## src/rtl/idp_if.sv

```systemverilog
// ============================================================================
// Module  : idp_if
// Brief   : Operation/result bundle between the control unit and idp_pipe.
// Revision: 1.0  initial release
// ============================================================================
`default_nettype none

interface idp_if #(
  parameter int DATA_W = 16,
  parameter int ADR_W  = 3
);
  logic              in_valid;
  logic              stall;
  logic              W_En;
  logic [ADR_W-1:0]  W_Adr;
  logic [ADR_W-1:0]  R_Adr;
  logic [ADR_W-1:0]  S_Adr;
  logic [DATA_W-1:0] DS;
  logic              S_Sel;
  logic [3:0]        ALU_OP;
  logic              rdy;
  logic [DATA_W-1:0] Reg_Out;
  logic [DATA_W-1:0] Alu_Out;
  logic              C;
  logic              N;
  logic              Z;
  logic              out_valid;

  modport master (
    output in_valid, stall, W_En, W_Adr, R_Adr, S_Adr, DS, S_Sel, ALU_OP,
    input  rdy, Reg_Out, Alu_Out, C, N, Z, out_valid
  );

  modport slave (
    input  in_valid, stall, W_En, W_Adr, R_Adr, S_Adr, DS, S_Sel, ALU_OP,
    output rdy, Reg_Out, Alu_Out, C, N, Z, out_valid
  );
endinterface

`default_nettype wire

```

## src/rtl/idp_pipe.sv

```systemverilog
// ============================================================================
// Module  : idp_pipe
// Brief   : 2-stage (EX/WB) integer datapath: register file, S mux, ALU.
//           IDP_FWD_EN defined: EX result bypassed on RAW hazards, rdy tied 1.
//           IDP_FWD_EN undefined: RAW hazard drops rdy for one cycle.
// Revision: 1.0  initial release
// ============================================================================
`default_nettype none

module idp_pipe #(
  parameter int DATA_W  = 16,
  parameter int REG_CNT = 8
) (
  input  wire logic clk,
  input  wire logic reset,
  idp_if.slave      bus
);
  localparam int ADR_W = $clog2(REG_CNT);

  localparam logic [3:0] c_op_pass_r = 4'h0;
  localparam logic [3:0] c_op_pass_s = 4'h1;
  localparam logic [3:0] c_op_add    = 4'h2;
  localparam logic [3:0] c_op_sub    = 4'h3;
  localparam logic [3:0] c_op_inc    = 4'h4;
  localparam logic [3:0] c_op_dec    = 4'h5;
  localparam logic [3:0] c_op_and    = 4'h6;
  localparam logic [3:0] c_op_or     = 4'h7;
  localparam logic [3:0] c_op_xor    = 4'h8;
  localparam logic [3:0] c_op_not    = 4'h9;
  localparam logic [3:0] c_op_shl    = 4'hA;
  localparam logic [3:0] c_op_shr    = 4'hB;

  logic [DATA_W-1:0] r_rf [REG_CNT];

  logic              r_ex_valid;
  logic              r_ex_we;
  logic [ADR_W-1:0]  r_ex_wadr;
  logic [3:0]        r_ex_op;
  logic [DATA_W-1:0] r_ex_r;
  logic [DATA_W-1:0] r_ex_s;

  logic              r_wb_valid;
  logic [DATA_W-1:0] r_alu;
  logic              r_c;
  logic              r_n;
  logic              r_z;

  logic [DATA_W-1:0] w_y;
  logic              w_c;
  logic              w_ex_dst_live;
  logic              w_haz_r;
  logic              w_haz_s;
  logic              w_rdy;
  logic              w_accept;
  logic [DATA_W-1:0] w_opr;
  logic [DATA_W-1:0] w_ops;

  // A RAW hazard exists when the op sitting in EX will write a register the incoming op reads.
  assign w_ex_dst_live = r_ex_valid && r_ex_we;
  assign w_haz_r       = w_ex_dst_live && (r_ex_wadr == bus.R_Adr);
  assign w_haz_s       = w_ex_dst_live && !bus.S_Sel && (r_ex_wadr == bus.S_Adr);

`ifdef IDP_FWD_EN
  assign w_rdy = 1'b1;
  assign w_opr = w_haz_r ? w_y : r_rf[bus.R_Adr];
  assign w_ops = bus.S_Sel ? bus.DS : (w_haz_s ? w_y : r_rf[bus.S_Adr]);
`else
  assign w_rdy = !(bus.in_valid && (w_haz_r || w_haz_s));
  assign w_opr = r_rf[bus.R_Adr];
  assign w_ops = bus.S_Sel ? bus.DS : r_rf[bus.S_Adr];
`endif

  assign w_accept = bus.in_valid && w_rdy && !bus.stall;

  always_comb begin
    w_y = r_ex_r;
    w_c = 1'b0;
    case (r_ex_op)
      c_op_pass_r: w_y = r_ex_r;
      c_op_pass_s: w_y = r_ex_s;
      c_op_add:    {w_c, w_y} = {1'b0, r_ex_r} + {1'b0, r_ex_s};
      c_op_sub: begin
        w_y = r_ex_r - r_ex_s;
        w_c = (r_ex_r < r_ex_s);
      end
      c_op_inc:    {w_c, w_y} = {1'b0, r_ex_r} + {{DATA_W{1'b0}}, 1'b1};
      c_op_dec: begin
        w_y = r_ex_r - {{(DATA_W-1){1'b0}}, 1'b1};
        w_c = (r_ex_r == '0);
      end
      c_op_and:    w_y = r_ex_r & r_ex_s;
      c_op_or:     w_y = r_ex_r | r_ex_s;
      c_op_xor:    w_y = r_ex_r ^ r_ex_s;
      c_op_not:    w_y = ~r_ex_r;
      c_op_shl: begin
        w_y = {r_ex_r[DATA_W-2:0], 1'b0};
        w_c = r_ex_r[DATA_W-1];
      end
      c_op_shr: begin
        w_y = {1'b0, r_ex_r[DATA_W-1:1]};
        w_c = r_ex_r[0];
      end
      default:     w_y = r_ex_r;
    endcase
  end

  // EX stage: operands are only reloaded on accept, so Reg_Out holds across bubbles.
  always_ff @(posedge clk or negedge reset) begin
    if (!reset) begin
      r_ex_valid <= 1'b0;
      r_ex_we    <= 1'b0;
      r_ex_wadr  <= '0;
      r_ex_op    <= '0;
      r_ex_r     <= '0;
      r_ex_s     <= '0;
    end else if (!bus.stall) begin
      r_ex_valid <= w_accept;
      if (w_accept) begin
        r_ex_we   <= bus.W_En;
        r_ex_wadr <= bus.W_Adr;
        r_ex_op   <= bus.ALU_OP;
        r_ex_r    <= w_opr;
        r_ex_s    <= w_ops;
      end
    end
  end

  // WB stage: a bubble clears out_valid but keeps the last result and flags.
  always_ff @(posedge clk or negedge reset) begin
    if (!reset) begin
      r_wb_valid <= 1'b0;
      r_alu      <= '0;
      r_c        <= 1'b0;
      r_n        <= 1'b0;
      r_z        <= 1'b0;
    end else if (!bus.stall) begin
      r_wb_valid <= r_ex_valid;
      if (r_ex_valid) begin
        r_alu <= w_y;
        r_c   <= w_c;
        r_n   <= w_y[DATA_W-1];
        r_z   <= (w_y == '0);
      end
    end
  end

  always_ff @(posedge clk or negedge reset) begin
    if (!reset) begin
      for (int i = 0; i < REG_CNT; i++) begin
        r_rf[i] <= '0;
      end
    end else if (!bus.stall && r_ex_valid && r_ex_we) begin
      r_rf[r_ex_wadr] <= w_y;
    end
  end

  assign bus.rdy       = w_rdy;
  assign bus.Reg_Out   = r_ex_r;
  assign bus.Alu_Out   = r_alu;
  assign bus.C         = r_c;
  assign bus.N         = r_n;
  assign bus.Z         = r_z;
  assign bus.out_valid = r_wb_valid;

endmodule

`default_nettype wire

```

## src/flat_wrapper.sv

```systemverilog
// flat-port wrapper written by rule: the top's interface ports become plain ports
module idp_pipe_flat 
#(
  parameter int DATA_W  = 16,
  parameter int REG_CNT = 8
)
  (clk, reset, bus_in_valid, bus_stall, bus_W_En, bus_W_Adr, bus_R_Adr, bus_S_Adr, bus_DS, bus_S_Sel, bus_ALU_OP, bus_rdy, bus_Reg_Out, bus_Alu_Out, bus_C, bus_N, bus_Z, bus_out_valid);
  idp_if #(.DATA_W(DATA_W), .ADR_W((3))) bus_i ();
  input  wire logic clk;
  input  wire logic reset;
  input wire logic [$bits(bus_i.in_valid)-1:0] bus_in_valid;
  input wire logic [$bits(bus_i.stall)-1:0] bus_stall;
  input wire logic [$bits(bus_i.W_En)-1:0] bus_W_En;
  input wire logic [$bits(bus_i.W_Adr)-1:0] bus_W_Adr;
  input wire logic [$bits(bus_i.R_Adr)-1:0] bus_R_Adr;
  input wire logic [$bits(bus_i.S_Adr)-1:0] bus_S_Adr;
  input wire logic [$bits(bus_i.DS)-1:0] bus_DS;
  input wire logic [$bits(bus_i.S_Sel)-1:0] bus_S_Sel;
  input wire logic [$bits(bus_i.ALU_OP)-1:0] bus_ALU_OP;
  output wire logic [$bits(bus_i.rdy)-1:0] bus_rdy;
  output wire logic [$bits(bus_i.Reg_Out)-1:0] bus_Reg_Out;
  output wire logic [$bits(bus_i.Alu_Out)-1:0] bus_Alu_Out;
  output wire logic [$bits(bus_i.C)-1:0] bus_C;
  output wire logic [$bits(bus_i.N)-1:0] bus_N;
  output wire logic [$bits(bus_i.Z)-1:0] bus_Z;
  output wire logic [$bits(bus_i.out_valid)-1:0] bus_out_valid;
  assign bus_i.in_valid = bus_in_valid;
  assign bus_i.stall = bus_stall;
  assign bus_i.W_En = bus_W_En;
  assign bus_i.W_Adr = bus_W_Adr;
  assign bus_i.R_Adr = bus_R_Adr;
  assign bus_i.S_Adr = bus_S_Adr;
  assign bus_i.DS = bus_DS;
  assign bus_i.S_Sel = bus_S_Sel;
  assign bus_i.ALU_OP = bus_ALU_OP;
  assign bus_rdy = bus_i.rdy;
  assign bus_Reg_Out = bus_i.Reg_Out;
  assign bus_Alu_Out = bus_i.Alu_Out;
  assign bus_C = bus_i.C;
  assign bus_N = bus_i.N;
  assign bus_Z = bus_i.Z;
  assign bus_out_valid = bus_i.out_valid;
  idp_pipe #(.DATA_W(DATA_W), .REG_CNT(REG_CNT)) u_core (.clk(clk), .reset(reset), .bus(bus_i));
endmodule
```

## config.mk

```make
export PLATFORM = sky130hd
export DESIGN_NAME = idp_pipe_flat
export DESIGN_NICKNAME = d
export VERILOG_FILES = /design/src/rtl/idp_if.sv /design/src/rtl/idp_pipe.sv /design/src/flat_wrapper.sv
export SDC_FILE = /design/constraint.sdc
export NUM_CORES = 1
export LEC_CHECK = 0
export ABC_CLOCK_PERIOD_IN_PS = 5650
export CAP_MARGIN = 20
export CORE_ASPECT_RATIO = 2
export CORE_MARGIN = 5
export CORE_UTILIZATION = 40
export CTS_BUF_LIST = sky130_fd_sc_hd__clkbuf_4 sky130_fd_sc_hd__clkbuf_8
export DETAILED_ROUTE_END_ITERATION = 10
export SLEW_MARGIN = 20
export SYNTH_ARGS = -nofsm -noshare
export SYNTH_HDL_FRONTEND = slang
export SYNTH_SLANG_ARGS = --single-unit
export TNS_END_PERCENT = 10
```

## constraint.sdc

```tcl
create_clock -name clk -period 5.65 [get_ports clk]
set_clock_uncertainty 0.05 [all_clocks]
set_input_delay 0.8475 -clock clk [delete_from_list [all_inputs] [get_ports clk]]
set_output_delay 0.8475 -clock clk [all_outputs]
set_load 0.01 [all_outputs]
```

==> run summary <==
antenna violations before repair - 1
Net Count, Synth - 1,426
uppermost layer routed - met4
Post-Route WL - 45,890 µm
largest net degree at the start of global routing - 170
first-pass GRT wire length - 70,010 µm
Crit. End Element - flip-flop
Die ar. - 37,310 µm²
fin util - 45.59%
core area - 32,930 µm²
final hold viol count - 0
H-tree depth - 4
CTS resizes - 0
area leader, netlist - dfrtp_1
Post-route DRC - 0
DR WL met2 - 24,440 µm
maximum clock path buffer count - 2
Die W - 139.1 µm
Slew headroom - 28.49%
Worst Hold Class - in2async
WL per Instance - 25.28 µm
Max VDD drop - 0.1739 mV
Setup CP Type - reg2reg
Syn Inst Count - 1,337
post-synthesis average cell area - 9.974 µm²
Final Critical Period - 4.985 ns
vias in the first global route - 11,472
dominant cell by count in the synthesized netlist - dfrtp_1
CTS sink count - 188
CTS tree - yes
starting density of the core - 40.49%
FFs w/ async S/R, synth - 100.0%
Clk pin slew, worst setup/hold paths - 0.11 ns
overall die height - 268.2 µm
vias per cell - 6.058
fraction of layout cells with a size suffix above 1 - 21.85%
maxcap violations - 0
DR WL met3 - 1437 µm
Arrival @ worst endpoint - 5.36 ns
Clock Latency Late Sink - 0.49 ns
Tot Pwr - 0.007448 W
Yosys Warn Count - 0
nets - 1,458
# setup viols final - 0
Critical Path Fanout Max - 21
EDFF count, synth - 0
Num CTS Buffers - 17
Post-synth top cells - dfrtp_1, mux2_2, nand2_1
Fmax - 200.6 MHz
Synth top area share - 35.28%
Synth Flop Type - dfrtp_1
via count - 10,995
WP data required - 6.02 ns
startpoint types - flip-flop
status - finished, final reports clean
Leak Pwr - 6.292 nW
clk root buf - clkbuf_8
GPL Wtd Cong - 1.014
setup TNS - 0 ns
Placed Cells incl. Taps - 1,782
Met1 Routed Length - 16,550 µm
Area contributors post-synth - dfrtp_1, mux4_2, mux2_2, ha_1, a21oi_1
crit share post-route - 88.24%
Area growth syn-to-layout - 12.59%
fin cells - 1,815
actual slew at the worst max-slew pin - 1.073 ns
postcts setup bufs - 0
Mapped Area - 13,340 µm²
RSZ-0062 raised after global routing - no
Ports - 72
post-route ant nets - 0
post-detail-place hpwl - 34,470 µm
Unique masters post-synth - 80
gr ovfl total - 0
Total Routing Usage GR - 24.61%
1st-pass router iterations - 7
Synth Register Bits - 188
initial DRC count - 972
CTS Hold Bufs - 0
PD cells - 496.0 nW/µm²
Pins Over Slew Limit - 0
Port-buffer cells - 71
sequential area share after synthesis - 35.28%
# rows - 94
## sequential cells by signal, summed over array words and instances (netlist names)
signal / count
u_core.r_rf: 128
u_core.r_ex_op: 4
u_core.bus.N: 1
u_core.r_ex_s: 16
u_core.r_ex_wadr: 3
u_core.r_ex_we: 1
u_core.bus.out_valid: 1
u_core.r_ex_valid: 1
u_core.bus.Z: 1
u_core.bus.Reg_Out: 16
u_core.bus.Alu_Out: 15
u_core.bus.C: 1
## worst max-delay path: stages (launching register included)
cell and delay (ns):
dfrtp_1 0.91, buf_4 0.33, nor2b_1 0.45, a22o_1 0.23, o32ai_1 0.08, a2111o_1 0.41
o32a_4 0.45, or4_1 0.60, or4_1 0.48, or4b_1 0.50, nor4b_1 0.26, a22o_1 0.16
## cells in the final DEF, fill, tap and decap left out, types with 23 or more instances in the layout
cell	count
nor3_1	23
o21ai_0	81
inv_1	54
nand2_1	108
mux2_2	121
clkdlybuf4s50_1	67
mux2i_1	38
dfrtp_1	187
ha_1	52
nor2b_1	24
mux4_2	65
a21oi_1	85
buf_4	58
nand3_1	24
nor2_1	85
## area by class of cell
type,instances,area (µm²)
Tap cell,432,540.5
Fill cell,3168,17920
Clock inverter,14,175.2
Timing Repair Buffer,130,1155
Antenna cell,1,2.502
Inverter,56,210.2
Multi-Input combinational cell,976,7978
Sequential cell,188,4706
Clock buffer,18,247.7
## final timing paths
| kind | slack (ns) | to | cells after the start | from |
|---|---|---|---|---|
| setup / recovery | 0.66 | u_core.bus.Z | 11 | u_core.r_ex_op[3] |
| setup reg to reg | 0.66 | u_core.bus.Z | 11 | u_core.r_ex_op[3] |
| min in group clk | 0.45 | u_core.bus.Alu_Out[12] | 2 | u_core.bus.Alu_Out[12] |
| max in group asynchronous | 4.09 | u_core.r_ex_op[0] | 2 | reset |
| hold / removal | 0.16 | u_core.bus.N | 1 | reset |
| hold reg to reg | 0.45 | u_core.bus.Alu_Out[12] | 2 | u_core.bus.Alu_Out[12] |
## where the power goes
| part | total, W | switching (W) | internal [W] | leakage [nW] |
|---|---|---|---|---|
| Clock | 0.000963 | 0.000540 | 0.000423 | 0.206 |
| Sequential | 0.00236 | 0.000499 | 0.00186 | 2.45 |
| Combinational | 0.00413 | 0.00230 | 0.00183 | 3.64 |
## through the flow
stage | cell area, µm² | setup WS (ns) | hold WS (ns)
detailed placement | 14590 | 0.7771 | 0.4312
finish | 15010 | 0.6645 | 0.1574
CTS | 15010 | 0.7254 | 0.1147
global placement | 14590 | 0.6613 | 0.4179
global route | 15010 | 0.5185 | 0.1280
floorplan | 13340 | 1.259 | 0.4106
## metal layers
metal,vias to the layer above,track usage [%]
met5,-,0
met4,0,17.07
met3,137,2.885
met2,356,44.97
met1,5492,26.33
li1,5010,-
## logic make-up after synthesis
group / Yosys count / synth area share [%]
AND/OR/NAND/NOR: 352 / 13.07
AO/OA/AOI/OAI: 325 / 15.85
multiplexers: 224 / 24.05
flip-flops: 188 / 35.28
buffers and inverters: 173 / 5.198
adder cells (fa/ha/maj): 54 / 5.179
XOR/XNOR: 21 / 1.379
No activity file was read; power rests on OpenSTA's default activity.
